`config.mk`:
```
export PLATFORM = sky130hd
export DESIGN_NAME = neander_control
export DESIGN_NICKNAME = d
export VERILOG_FILES = /design/src/rtl/neander_pkg.sv /design/src/rtl/neander_decode.sv /design/src/rtl/neander_control.sv
export SDC_FILE = /design/constraint.sdc
export NUM_CORES = 1
export LEC_CHECK = 0
export ABC_AREA = 1
export BUFFER_PORTS_ARGS = -buffer_cell sky130_fd_sc_hd__buf_2
export CAP_MARGIN = 20
export CORE_MARGIN = 2
export CORE_UTILIZATION = 35
export DETAILED_ROUTE_END_ITERATION = 6
export GPL_ROUTABILITY_DRIVEN = 0
export SYNTH_ARGS = -nofsm -noshare
export SYNTH_HDL_FRONTEND = slang
export SYNTH_SLANG_ARGS = --single-unit
```
`constraint.sdc`:
```
create_clock -name ck -period 3.45 [get_ports ck]
set_input_delay 0.1725 -clock ck [delete_from_list [all_inputs] [get_ports ck]]
set_output_delay 0.1725 -clock ck [all_outputs]
set_load 0.01 [all_outputs]
```
`src/rtl/neander_pkg.sv`:
```
// Shared definitions for the Neander control unit: opcodes, ALU encodings,
// phase indices and the decoded instruction-class record.
package neander_pkg;

    localparam logic [3:0] OP_NOP = 4'h0;
    localparam logic [3:0] OP_STA = 4'h1;
    localparam logic [3:0] OP_LDA = 4'h2;
    localparam logic [3:0] OP_ADD = 4'h3;
    localparam logic [3:0] OP_OR  = 4'h4;
    localparam logic [3:0] OP_AND = 4'h5;
    localparam logic [3:0] OP_NOT = 4'h6;
    localparam logic [3:0] OP_JMP = 4'h8;
    localparam logic [3:0] OP_JN  = 4'h9;
    localparam logic [3:0] OP_JZ  = 4'hA;
    localparam logic [3:0] OP_HLT = 4'hF;

    typedef enum logic [2:0] {
        ALU_B   = 3'd0,
        ALU_ADD = 3'd1,
        ALU_OR  = 3'd2,
        ALU_AND = 3'd3,
        ALU_NOT = 3'd4
    } alu_op_e;

    localparam int T0 = 0;
    localparam int T1 = 1;
    localparam int T2 = 2;
    localparam int T3 = 3;
    localparam int T4 = 4;
    localparam int T5 = 5;
    localparam int T6 = 6;
    localparam int T7 = 7;

    // One-hot instruction class; alu covers LDA/ADD/OR/AND (operand fetch + AC load).
    typedef struct packed {
        logic st;
        logic alu;
        logic jmp;
        logic jn;
        logic jz;
        logic inv;
        logic hlt;
        logic nop;
    } iclass_t;

endpackage

```
`src/rtl/neander_decode.sv`:
```
// Combinational opcode decoder: RI -> instruction class and ALU function.
module neander_decode
    import neander_pkg::*;
(
    input  logic [3:0] ri,
    output iclass_t    cls,
    output alu_op_e    fn
);

    always_comb begin
        cls = '0;
        fn  = ALU_B;
        case (ri)
            OP_STA: cls.st = 1'b1;
            OP_LDA: begin cls.alu = 1'b1; fn = ALU_B;   end
            OP_ADD: begin cls.alu = 1'b1; fn = ALU_ADD; end
            OP_OR:  begin cls.alu = 1'b1; fn = ALU_OR;  end
            OP_AND: begin cls.alu = 1'b1; fn = ALU_AND; end
            OP_NOT: begin cls.inv = 1'b1; fn = ALU_NOT; end
            OP_JMP: cls.jmp = 1'b1;
            OP_JN:  cls.jn  = 1'b1;
            OP_JZ:  cls.jz  = 1'b1;
            OP_HLT: cls.hlt = 1'b1;
            default: cls.nop = 1'b1;
        endcase
    end

endmodule

```
`src/rtl/neander_control.sv`:
```
// Neander control unit: holds RI, N/Z, halted and phase_err, and turns the
// timing generator's one-hot phase into datapath strobes plus goto_t0.
module neander_control
    import neander_pkg::*;
#(
    parameter int DATA_W = 8,
    parameter int NPHASE = 8
) (
    input  logic              ck,
    input  logic              nreset,
    input  logic [NPHASE-1:0] t,
    input  logic [DATA_W-1:0] mem_data,
    input  logic [DATA_W-1:0] ac_next,
    output logic              goto_t0,
    output logic              sel,
    output logic              load_rem,
    output logic              load_rdm,
    output logic              load_pc,
    output logic              inc_pc,
    output logic              load_ac,
    output logic              mem_read,
    output logic              mem_write,
    output logic [2:0]        alu_op,
    output logic              halted,
    output logic              phase_err
);

    logic [3:0] ri;
    logic       n_flag;
    logic       z_flag;
    logic       load_ri;
    logic       t_onehot;
    logic       active;
    logic       jtaken;
    iclass_t    cls;
    alu_op_e    fn;
    logic       unused_mem_low;

    assign unused_mem_low = ^mem_data[DATA_W-5:0];

    neander_decode u_decode (
        .ri  (ri),
        .cls (cls),
        .fn  (fn)
    );

    // Any abnormal condition (reset, halt, bad phase now or earlier) parks the
    // timing generator at T0 with every strobe low.
    assign t_onehot = $onehot(t);
    assign active   = nreset & ~halted & ~phase_err & t_onehot;
    assign jtaken   = cls.jmp | (cls.jn & n_flag) | (cls.jz & z_flag);

    always_comb begin
        goto_t0   = ~active;
        sel       = 1'b0;
        load_rem  = 1'b0;
        load_rdm  = 1'b0;
        load_pc   = 1'b0;
        inc_pc    = 1'b0;
        load_ac   = 1'b0;
        mem_read  = 1'b0;
        mem_write = 1'b0;
        alu_op    = ALU_B;
        load_ri   = 1'b0;
        if (active) begin
            if (t[T0]) begin
                load_rem = 1'b1;
            end else if (t[T1]) begin
                mem_read = 1'b1;
                inc_pc   = 1'b1;
            end else if (t[T2]) begin
                load_ri = 1'b1;
            end else if (t[T3]) begin
                if (cls.alu | cls.st | jtaken) begin
                    load_rem = 1'b1;
                end else if (cls.inv) begin
                    load_ac = 1'b1;
                    alu_op  = ALU_NOT;
                    goto_t0 = 1'b1;
                end else if (cls.jn | cls.jz) begin
                    inc_pc  = 1'b1;
                    goto_t0 = 1'b1;
                end else begin
                    goto_t0 = 1'b1;
                end
            end else if (t[T4]) begin
                if (cls.alu | cls.st) begin
                    mem_read = 1'b1;
                    inc_pc   = 1'b1;
                end else if (jtaken) begin
                    mem_read = 1'b1;
                end else begin
                    goto_t0 = 1'b1;
                end
            end else if (t[T5]) begin
                if (cls.alu | cls.st) begin
                    sel      = 1'b1;
                    load_rem = 1'b1;
                end else if (jtaken) begin
                    load_pc = 1'b1;
                    goto_t0 = 1'b1;
                end else begin
                    goto_t0 = 1'b1;
                end
            end else if (t[T6]) begin
                if (cls.alu)     mem_read = 1'b1;
                else if (cls.st) load_rdm = 1'b1;
                else             goto_t0  = 1'b1;
            end else begin
                // T7: last phase of every long instruction
                goto_t0 = 1'b1;
                if (cls.alu) begin
                    load_ac = 1'b1;
                    alu_op  = fn;
                end else if (cls.st) begin
                    mem_write = 1'b1;
                end
            end
        end
    end

    always_ff @(posedge ck or negedge nreset) begin
        if (!nreset) begin
            ri        <= OP_NOP;
            n_flag    <= 1'b0;
            z_flag    <= 1'b1;
            halted    <= 1'b0;
            phase_err <= 1'b0;
        end else begin
            if (!halted && !t_onehot)
                phase_err <= 1'b1;
            if (load_ri)
                ri <= mem_data[DATA_W-1 -: 4];
            if (load_ac) begin
                n_flag <= ac_next[DATA_W-1];
                z_flag <= (ac_next == '0);
            end
            if (active && t[T3] && cls.hlt)
                halted <= 1'b1;
        end
    end

endmodule

```
==> out/qor.yml, run 1 <==
p_comb_share_pct: 44.3
period_share_pct: 100
grt_setup_unrepaired: "true"
worstSkewPairLatency_ns: 0.25
h-tree-depth: 1
synth_edf_count: 0
clock-sinks: 8
die_x_um: 55.5
routed_via_density: 4.61
die-area_um2: 3080
worst_pin_slew_ns: 0.296
fin_crit_ns: 3.46
slew_headroom_pct: 80.2
final_util_pct: 54.7
antenna_cells: 0
drive_gt1_share_pct: 43.0
ff2ff_setup_slack_ns: 1.91
clockBufferDepth: 2
power.density_nw_per_um2: 219
critPathTopFamily: "adder cells"
drv_slew: 0
cts_tree: "done"
drt_iter0_markers: 22
switching_share_pct: 33.6
cpMostUsedCell: "fa_1"
violations: "negative setup slack"
hold_viol: 0
slowest_stage: "fa_1"
p_sw_w: 0.000101
antenna_found_initial: 0
whs_path_depth: 3
max_stage_delay_ns: 0.55
p_int_w: 0.000199
crit_path_start_kind: "input pin"
clkPwrFrac_pct: 24.3
setup_violations: 3
path_depth: 16
ys_async_sr_fraction_pct: 100
io_pins: 40
ant_nets: 0
hold_class: "input pin to flop"
synthToLayoutAreaGrowth_pct: 47.1
totalWireLength_um: 2340
ys.flop_type: "dfrtp_1"
fp-row-count: 18
ys_types: 28
whs_ns: 0.125
crit_path_max_fanout: 4
place_hpwl_um: 1990
start_util_pct: 37.2
wire_per_inst_um: 10.5
seq_area_frac_synth_pct: 21.7
drt_pre_antenna_iters: 4
cp.arrival_ns: 3.29
syn-cell-area_um2: 930
critPathRequiredTime_ns: 3.28
track_usage_pct: 15.8
cts_buffers: 3
path_buf_inv: 5
final_cell_mix: "nand2_1, buf_2, inv_1"
clk_pin_slew_ns: 0.05
endpoint_kind: "output pin"
grt_pass1_vias: 957
netlist_instances: 143
maxCapViolations: 0
via_count: 1029
clockRootBuffer: "clkbuf_4"
rr_worst_depth: 8
synth_nets: 176
power.leakage_nw: 0.739
grt_pass1_wl_um: 4040
status: "finished, violations left"
die_height_um: 55.5
path_class: "input pin to output pin"
syn_area_per_cell_um2: 6.50
core_um2: 2500
ir_drop_v: 0.000198
path_cells: "buf_8 -> inv_4 -> fa_1 -> fa_1 -> fa_1 -> inv_1 -> ha_2 -> inv_2 -> fa_1 -> nand2_2 -> a21oi_4 -> nand3b_4 -> nor2_4 -> nand2_4 -> a21oi_2 -> buf_2"
fmax_mhz: 289
place_ws_ns: -0.136
yosysWarnings: 0
nets: 227
p_total_w: 0.000299
io_buffers: 35
fin_skew_ns: 0.00688
grt_max_degree: 10
layout_commonest_cell: "nand2_1"
p_seq_share_pct: 31.4
overflow: 0
fin_ws_ns: -0.0107
synth_seq_cells: 8
remaining_drc_errors: 0
==> synth_stat cells (2+ instances only) <==
library cell | n | area share, %
a21oi_1 | 5 | 2.7
dfrtp_1 | 7 | 19
fa_1 | 4 | 8.6
ha_1 | 3 | 4.0
inv_1 | 31 | 13
nand2_1 | 38 | 15
nand2_2 | 2 | 1.3
nand3_1 | 8 | 4.3
nand4_1 | 2 | 1.3
nor2_1 | 13 | 5.2
nor2_2 | 3 | 2.0
nor2_4 | 2 | 2.4
nor3_1 | 4 | 2.2
nor4_1 | 2 | 1.3
o21ai_0 | 4 | 2.2
o21ai_1 | 3 | 1.6
==> flip-flops by register name (all words and copies together) (netlist names) <==
| name | count |
|---|---|
| halted | 1 |
| n_flag | 1 |
| phase_err | 1 |
| z_flag | 1 |
| ri | 4 |
==> layer usage <==
layer	track usage [%]	part of all wire [%]
met5	0	0
met4	6.27	0.56
met1	19.9	46
met2	27.9	49
met3	1.17	4.0
==> power by group through the flow <==
stage | combinational [W] | sequential [W] | clock, W
after global routing | 0.000147 | 0.0000939 | 0.0000830
after global placement | 0.000102 | 0.0000956 | 0
final | 0.000133 | 0.0000941 | 0.0000726
after CTS | 0.000120 | 0.0000940 | 0.0000771
after floorplan | 0.0000670 | 0.0000956 | 0
after detailed placement | 0.000107 | 0.0000956 | 0
==> logic make-up after synthesis <==
group / count (synthesis) / share of synthesized area (%)
simple gates: 79 / 42.3
buf+inv: 33 / 13.7
compound gates: 16 / 9.69
flops: 8 / 21.7
fa+ha+maj: 7 / 12.7
==> worst min-delay path: stages <==
cell and delay, ns:
buf_2 0.07, nand2_1 0.04, o21ai_0 0.05
==> metrics by stage <==
| step | TNS (ns) | cells | area [um^2] |
|---|---|---|---|
| 2_1_floorplan | 0 | 143 | 935 |
| 3_3_place_gp | -0.766 | 217 | 1210 |
| 3_5_place_dp | -1.37 | 217 | 1210 |
| 4_1_cts | -0.153 | 223 | 1320 |
| 5_1_grt | -1.27 | 223 | 1370 |
| 6_report | -0.0253 | 223 | 1370 |
==> cell type report <==
| cell class | count | area, um^2 |
|---|---|---|
| Sequential cell | 8 | 201 |
| Inverter | 32 | 123 |
| Multi-Input combinational cell | 102 | 679 |
| Tap cell | 30 | 37.5 |
| Clock buffer | 4 | 26.3 |
| Timing Repair Buffer | 47 | 300 |
| Fill cell | 265 | 1130 |
==> final timing paths <==
path / to / from
max reg2reg: n_flag / ri[3]
min in group asynchronous: ri[1] / nreset
min: ri[3] / mem_data[7]
min reg2reg: phase_err / phase_err
max: load_ac / t[0]
max in group asynchronous: z_flag / nreset
==> what timing repair did <==
action                                  CTS  global route
buffers inserted                          1             0
resized for setup                        18            12
hold endpoints to repair                  8             0
endpoints found under the setup margin   12            12
gates cloned                              0             0
pin swaps                                 3             4
hold buffers                              1             0
No activity file was read; power rests on OpenSTA's default activity.
==> inputs of run 2 (changes only) <==
--- a/config.mk
+++ b/config.mk
@@ -5,13 +5,13 @@
 export SDC_FILE = /design/constraint.sdc
 export NUM_CORES = 1
 export LEC_CHECK = 0
-export ABC_AREA = 1
 export BUFFER_PORTS_ARGS = -buffer_cell sky130_fd_sc_hd__buf_2
 export CAP_MARGIN = 20
 export CORE_MARGIN = 2
 export CORE_UTILIZATION = 35
 export DETAILED_ROUTE_END_ITERATION = 6
 export GPL_ROUTABILITY_DRIVEN = 0
+export PLACE_DENSITY = 0.61
 export SYNTH_ARGS = -nofsm -noshare
 export SYNTH_HDL_FRONTEND = slang
 export SYNTH_SLANG_ARGS = --single-unit
==> run 2 against run 1 <==
  * The flow still finishes with violations (negative setup slack)
  * Combinational power grew 8%
  * Non-clock buffer count up 4
  * First-iteration DRC count shrank 4.5%
  * Largest power group unchanged
  * Synthesized area down 1.9%
  * Synthesized cell count shrank 24%
  * Global-route usage is 2.4 points higher
  * Critical path depth unchanged
  * Flip-flop and latch count unchanged
  * Clock-buffer cell count unchanged
==> out/qor.yml, run 2 <==
hold_viol: 0  # unchanged
ys.flop_type: "dfrtp_1"  # unchanged
crit_path_max_fanout: 3  # was 4
io_pins: 40  # unchanged
cts_buffers: 3  # unchanged
antenna_found_initial: 0  # unchanged
yosysWarnings: 0  # unchanged
synthTopCellsByArea: "dfrtp_1, fa_1, inv_1, mux2_2, nor3_1"  # was dfrtp_1, nand2_1, inv_1, fa_1, nor2_1
netlist_instances: 109  # was 143
ys_async_sr_fraction_pct: 100  # unchanged
start_util_pct: 36.8  # was 37.2%
place_hpwl_um: 2010  # was 1990 um
cts_tree: "done"  # unchanged
via_count: 966  # was 1,029
hold_class: "input pin to flop"  # unchanged
nets: 194  # was 227
overflow: 0  # unchanged
worstSkewPairLatency_ns: 0.25  # about the same
remaining_drc_errors: 0  # unchanged
synthToLayoutAreaGrowth_pct: 51.2  # was 47.1%
yosysMostFrequentCell: "inv_1"  # was nand2_1
syn_area_per_cell_um2: 8.37  # was 6.50 um^2
cpMostUsedCell: "fa_1"  # unchanged
clockRootBuffer: "clkbuf_4"  # unchanged
totalWireLength_um: 2550  # was 2340 um
final_cell_mix: "buf_2, inv_1, buf_4"  # was nand2_1, buf_2, inv_1
power.density_nw_per_um2: 230  # was 219 nW/um^2
violations: "negative setup slack"  # unchanged
grt_pass1_wl_um: 3920  # was 4040 um
die-area_um2: 3030  # was 3080 um^2
track_usage_pct: 18.3  # was 15.8%
path_class: "input pin to output pin"  # unchanged
fp-row-count: 18  # unchanged
drv_slew: 0  # unchanged
critPathTopFamily: "adder cells"  # unchanged
ys_types: 36  # was 28
slew_headroom_pct: 61.0  # was 80.2%
h-tree-depth: 1  # unchanged
synth_edf_count: 0  # unchanged
io_buffers: 35  # unchanged
ant_nets: 0  # unchanged
synth_top_family_by_area: "simple AND/OR/NAND/NOR gates"  # unchanged
crit_path_start_kind: "input pin"  # unchanged
seq_area_frac_synth_pct: 22.1  # was 21.7%
whs_ns: 0.148  # was 0.125 ns
drt_pre_antenna_iters: 4  # unchanged
setup_violations: 15  # was 3
max_stage_delay_ns: 0.54  # was 0.55 ns
drt_iter0_markers: 21  # was 22
clockBufferDepth: 2  # unchanged
synthTopCellsByCount: "inv_1, nor2_1, nand2_1"  # was nand2_1, inv_1, nor2_1
fill_cells: 241  # was 265
yosys.area_share.simple_pct: 26.9  # was 42.3%
synth_seq_cells: 8  # unchanged
fin_crit_ns: 3.65  # was 3.46 ns
wire_per_inst_um: 13.4  # was 10.5 um
maxCapViolations: 0  # unchanged
layout_commonest_cell: "buf_2"  # was nand2_1
synth_nets: 142  # was 176
fmax_mhz: 274  # was 289 MHz
synth.mux.area_fraction_pct: 7.27  # was 0%
synth_xor_area_share_pct: 1.92  # was 0%
largest_reg_flops: 4  # unchanged
antenna_cells: 0  # unchanged
ir_drop_v: 0.000214  # was 0.000198 V
fin_ws_ns: -0.203  # was -0.0107 ns
netlist.area_leader.share_pct: 19.2  # was 18.8%
place_ws_ns: -0.436  # was -0.136 ns
grt_max_degree: 15  # was 10
top_register: "ri"  # unchanged
die_height_um: 55.1  # was 55.5 um
worst_pin_slew_ns: 0.585  # was 0.296 ns
synth_compound_area_share_pct: 19.5  # was 9.69%
status: "finished, violations left"  # unchanged
path_cells: "buf_8 -> inv_4 -> fa_1 -> fa_1 -> fa_1 -> inv_2 -> ha_4 -> inv_2 -> fa_1 -> nand2_2 -> a2111oi_4 -> buf_4 -> nand4_1 -> buf_4 -> nor2_1 -> buf_2"  # was buf_8 -> inv_4 -> fa_1 -> fa_1 -> fa_1 -> inv_1 -> ha_2 -> inv_2 -> fa_1 -> nand2_2 -> a21oi_4 -> nand3b_4 -> nor2_4 -> nand2_4 -> a21oi_2 -> buf_2
drive_gt1_share_pct: 51.2  # was 43.0%
endpoint_kind: "output pin"  # unchanged
core_um2: 2480  # was 2500 um^2
clock-sinks: 8  # unchanged
routed_via_density: 5.08  # was 4.61
period_share_pct: 106  # was 100%
power.leakage_nw: 0.648  # was 0.739 nW
path_buf_inv: 7  # was 5
fin_skew_ns: 0.00679  # was 0.00688 ns
critPathRequiredTime_ns: 3.28  # about the same
yosys.area.top_type: "dfrtp_1"  # unchanged
syn-cell-area_um2: 912  # was 930 um^2
grt_setup_unrepaired: "true"  # unchanged
clk_pin_slew_ns: 0.06  # was 0.05 ns
grt_pass1_vias: 958  # was 957
synth_adder_area_share_pct: 12.9  # was 12.7%
cp.arrival_ns: 3.48  # was 3.29 ns
slowest_stage: "fa_1"  # unchanged
die_x_um: 55.1  # was 55.5 um
run 2: cell count changes after synthesis, sizes merged, moves of 3 or more:
cell   change
nor2       -8
nand3      -4
inv       -17
mux2       +5
buf        +3
o21ai      -6
nor3b      +3
nand2     -31
run 2: logic make-up (layout without fill, tap and decap cells):
| logic type | after synthesis | after routing |
|---|---|---|
| buf+inv | 19 | 70 |
| xor+xnor | 2 | 2 |
| fa+ha+maj | 7 | 7 |
| mux | 6 | 6 |
| simple gates | 47 | 47 |
| compound gates | 20 | 20 |
| flops | 8 | 8 |
run 2: per-stage QoR:
step           total power (W)  util (%)  area, um^2  instances  setup TNS (ns)
3_5_place_dp          0.000229      48.7        1210        180           -5.13
5_1_grt               0.000342      55.7        1380        190           -4.68
4_1_cts               0.000312      53.3        1320        189           -2.67
6_report              0.000317      55.7        1380        190           -2.02
2_1_floorplan         0.000184         -         957        109           -1.11
3_3_place_gp          0.000222      48.7        1210        180           -3.76
run 2: layer usage:
layer  GRT usage [%]  wire, um  vias up
met5               0         0        -
met4            7.32        19        0
met3           0.806        80        2
met2            34.7      1350       26
met1            21.2      1100      452
li1                -         -      486
run 2: worst reg2reg max path, stage by stage, from the launching register on:
cell	delay [ns]
dfrtp_1	0.40
or3b_4	0.43
a2111oi_4	0.42
nand2_2	0.12
buf_6	0.13
nor3b_4	0.19
buf_6	0.16
mux2_4	0.30
run 2: worst paths after layout:
kind,to,from,slack [ns],cells past startpoint
max in group asynchronous,z_flag,nreset,2.92,2
worst max register to register,ri[3],halted,1.19,7
worst min-delay path,ri[2],mem_data[6],0.15,2
worst min register to register,z_flag,z_flag,0.48,2
min in group asynchronous,ri[2],nreset,0.28,2
worst max-delay path,alu_op[0],t[0],-0.20,16
run 2: power breakdown:
part	internal, W	total [W]	switching, W
Clock	0.0000443	0.0000765	0.0000323
Sequential	0.0000948	0.0000979	0.00000315
Combinational	0.0000649	0.000143	0.0000779
Total	0.000204	0.000317	0.000113
run 2: cell type report:
class                           instances  area [um^2]  area share (%)
Inverter                               15         58.8            4.26
Tap cell                               30         37.5            2.72
Timing Repair Buffer                   51          345            25.0
Multi-Input combinational cell         82          709            51.5
Sequential cell                         8          201            14.6
Clock buffer                            4         26.3            1.91
run 2: what timing repair did:
item,4_1_cts,5_1_grt
hold endpoints to repair,8,0
gates resized for setup,12,12
pin swaps,7,5
endpoints found under the setup margin,17,18
hold buffers,1,0
setup buffers,4,1
==> inputs of run 3 (changes only) <==
==> constraint.sdc (replaced) <==
create_clock -name ck -period 3.35 [get_ports ck]
set_input_delay 0.1675 -clock ck [delete_from_list [all_inputs] [get_ports ck]]
set_output_delay 0.1675 -clock ck [all_outputs]
set_load 0.01 [all_outputs]
==> run 3 against run 2 <==
  * The run still ends with negative setup slack left
  * Worst setup slack got worse by 0.14 ns
  * Die area unchanged
  * Critical endpoint is now load_ac
  * Clock-buffer cell count unchanged
  * Global-route usage is 0.89 points lower
  * Non-clock buffer count is 2 higher
  * Power rose by 5.1%
  * Clock power grew 6.0%
  * Combinational power is 6% higher
  * Hold slack got worse by 0.013 ns
  * Clock skew fell by 0.0051 ns
  * Cell area barely moved
==> out/qor.yml, run 3 (same netlist as run 2, synthesis figures left out) <==
setup_violations: 17  # was 15
place_hpwl_um: 2020  # was 2010 um
die-area_um2: 3030  # unchanged
r2r_end: "ri[3]"  # unchanged
grt_pass1_vias: 849  # was 958
worst_pin_slew_ns: 0.849  # was 0.585 ns
top_register: "ri"  # unchanged
antenna_cells: 0  # unchanged
layout_commonest_cell: "buf_2"  # unchanged
slew_headroom_pct: 42.9  # was 61.0%
p_total_w: 0.000334  # was 0.000317 W
start_util_pct: 36.8  # unchanged
busiest_layer: "met2"  # unchanged
clockBufferDepth: 2  # unchanged
hold_class: "input pin to flop"  # unchanged
fmax_mhz: 271
rr_worst_depth: 7  # unchanged
die_x_um: 55.1  # unchanged
antenna_found_initial: 0  # unchanged
drive_gt1_share_pct: 51.2  # about the same
whs_ns: 0.136  # was 0.148 ns
hold_viol: 0  # unchanged
whs_path_depth: 2  # unchanged
h-tree-depth: 1  # unchanged
track_usage_pct: 17.4  # was 18.3%
largest_reg_flops: 4  # unchanged
grt_setup_unrepaired: "true"  # unchanged
cts_buffers: 3  # unchanged
maxCapViolations: 0  # unchanged
worstSkewPairLatency_ns: 0.26  # was 0.25 ns
clockRootBuffer: "clkbuf_4"  # unchanged
timing.rr.start: "halted"  # unchanged
grt_max_degree: 15  # unchanged
ff2ff_setup_slack_ns: 1.08  # was 1.19 ns
cts_tree: "done"  # unchanged
cp.arrival_ns: 3.53  # was 3.48 ns
clk_pin_slew_ns: 0.06  # about the same
overflow: 0  # unchanged
period_share_pct: 110
crit_path_start_kind: "input pin"  # unchanged
power.density_nw_per_um2: 242  # was 230 nW/um^2
ir_drop_v: 0.000175  # was 0.000214 V
final_cell_mix: "buf_2, buf_4, inv_1"  # was buf_2, inv_1, buf_4
met2_usage_pct: 29.4  # was 34.7%
grtUsageMet3_pct: 2.42  # was 0.806%
path_class: "input pin to output pin"  # unchanged
fill_cells: 249  # was 241
drv_slew: 0  # unchanged
clock-sinks: 8  # unchanged
routed_via_density: 5.03  # was 5.08
min_to: "ri[0]"  # was ri[2]
ant_nets: 0  # unchanged
hold_path_startpoint: "mem_data[4]"  # was mem_data[6]
drt_pre_antenna_iters: 4  # unchanged
status: "finished, violations left"  # unchanged
nets: 196  # was 194
fin_ws_ns: -0.344  # was -0.203 ns
crit_path_max_fanout: 3  # unchanged
fp-row-count: 18  # unchanged
grt_pass1_wl_um: 3750  # was 3920 um
drt_iter0_markers: 19  # was 21
via_count: 965  # was 966
power.leakage_nw: 0.655  # was 0.648 nW
remaining_drc_errors: 0  # unchanged
fin_skew_ns: 0.00169  # was 0.00679 ns
synthToLayoutAreaGrowth_pct: 51.3  # was 51.2%
fin_crit_ns: 3.69
wire_per_inst_um: 13.2  # was 13.4 um
critPathRequiredTime_ns: 3.18  # was 3.28 ns
violations: "negative setup slack"  # unchanged
core_um2: 2480  # unchanged
io_pins: 40  # unchanged
die_height_um: 55.1  # unchanged
io_buffers: 35  # unchanged
totalWireLength_um: 2530  # was 2550 um
endpoint_kind: "output pin"  # unchanged
grt_use_met1_pct: 23.5  # was 21.2%
## run 3: cell count changes in the layout (fill, tap and decap cells not counted), sizes merged
cell  delta
buf      +2
## run 3: worst max path at each step
stage / to / cells after the start / from / slack, ns
2_1_floorplan: n_flag / 14 / t[3] / -0.36
3_3_place_gp: n_flag / 14 / t[0] / -0.43
3_5_place_dp: n_flag / 14 / t[0] / -0.51
4_1_cts: alu_op[1] / 15 / t[0] / -0.32
5_1_grt: load_ac / 14 / t[0] / -0.46
6_report: load_ac / 14 / t[0] / -0.34
## run 3: what timing repair did
action | CTS | global route
buffers inserted | 4 | 1
endpoints found under the hold margin | 8 | 0
gates cloned | 0 | 0
hold buffers | 1 | 0
setup endpoints to repair | 18 | 18
gates resized for setup | 13 | 3
pin swaps | 6 | 4
## run 3: layer usage
layer | part of all wire (%) | wire [um]
met4 | 0.63 | 16
met3 | 3.9 | 99
met5 | 0 | 0
met2 | 49 | 1230
met1 | 47 | 1190
## run 3: area by class of cell
| cell class | count | area [um^2] | area share, % |
|---|---|---|---|
| Tap cell | 30 | 37.5 | 2.72 |
| Inverter | 15 | 56.3 | 4.08 |
| Clock buffer | 4 | 26.3 | 1.90 |
| Sequential cell | 8 | 201 | 14.6 |
| Multi-Input combinational cell | 82 | 709 | 51.4 |
| Timing Repair Buffer | 53 | 349 | 25.3 |
## run 3: power by group
| group | switching [W] | internal [W] | leakage [nW] |
|---|---|---|---|
| clock network | 0.0000354 | 0.0000457 | 0.0150 |
| logic | 0.0000798 | 0.0000719 | 0.537 |
| registers | 0.00000320 | 0.0000976 | 0.103 |
| total | 0.000118 | 0.000215 | 0.655 |
## run 3: metrics by stage
stage | setup TNS, ns | util (%) | worst slack (ns) | instances | instance area [um^2]
2_1_floorplan | -1.88 | - | -0.365 | 109 | 972
3_3_place_gp | -5.10 | 49.9 | -0.428 | 182 | 1240
3_5_place_dp | -6.19 | 49.9 | -0.506 | 182 | 1240
4_1_cts | -3.53 | 54.7 | -0.321 | 191 | 1360
5_1_grt | -5.71 | 55.7 | -0.457 | 192 | 1380
6_report | -3.71 | 55.7 | -0.344 | 192 | 1380
## run 3: critical path, cell delays in order
cell and delay [ns]:
buf_6 0.07, inv_2 0.03, fa_1 0.54, fa_1 0.43
fa_1 0.46, inv_2 0.08, ha_4 0.13, inv_2 0.03
fa_1 0.49, nand2_2 0.08, a2111oi_4 0.30, nand3_2 0.17
a311oi_4 0.34, buf_2 0.19
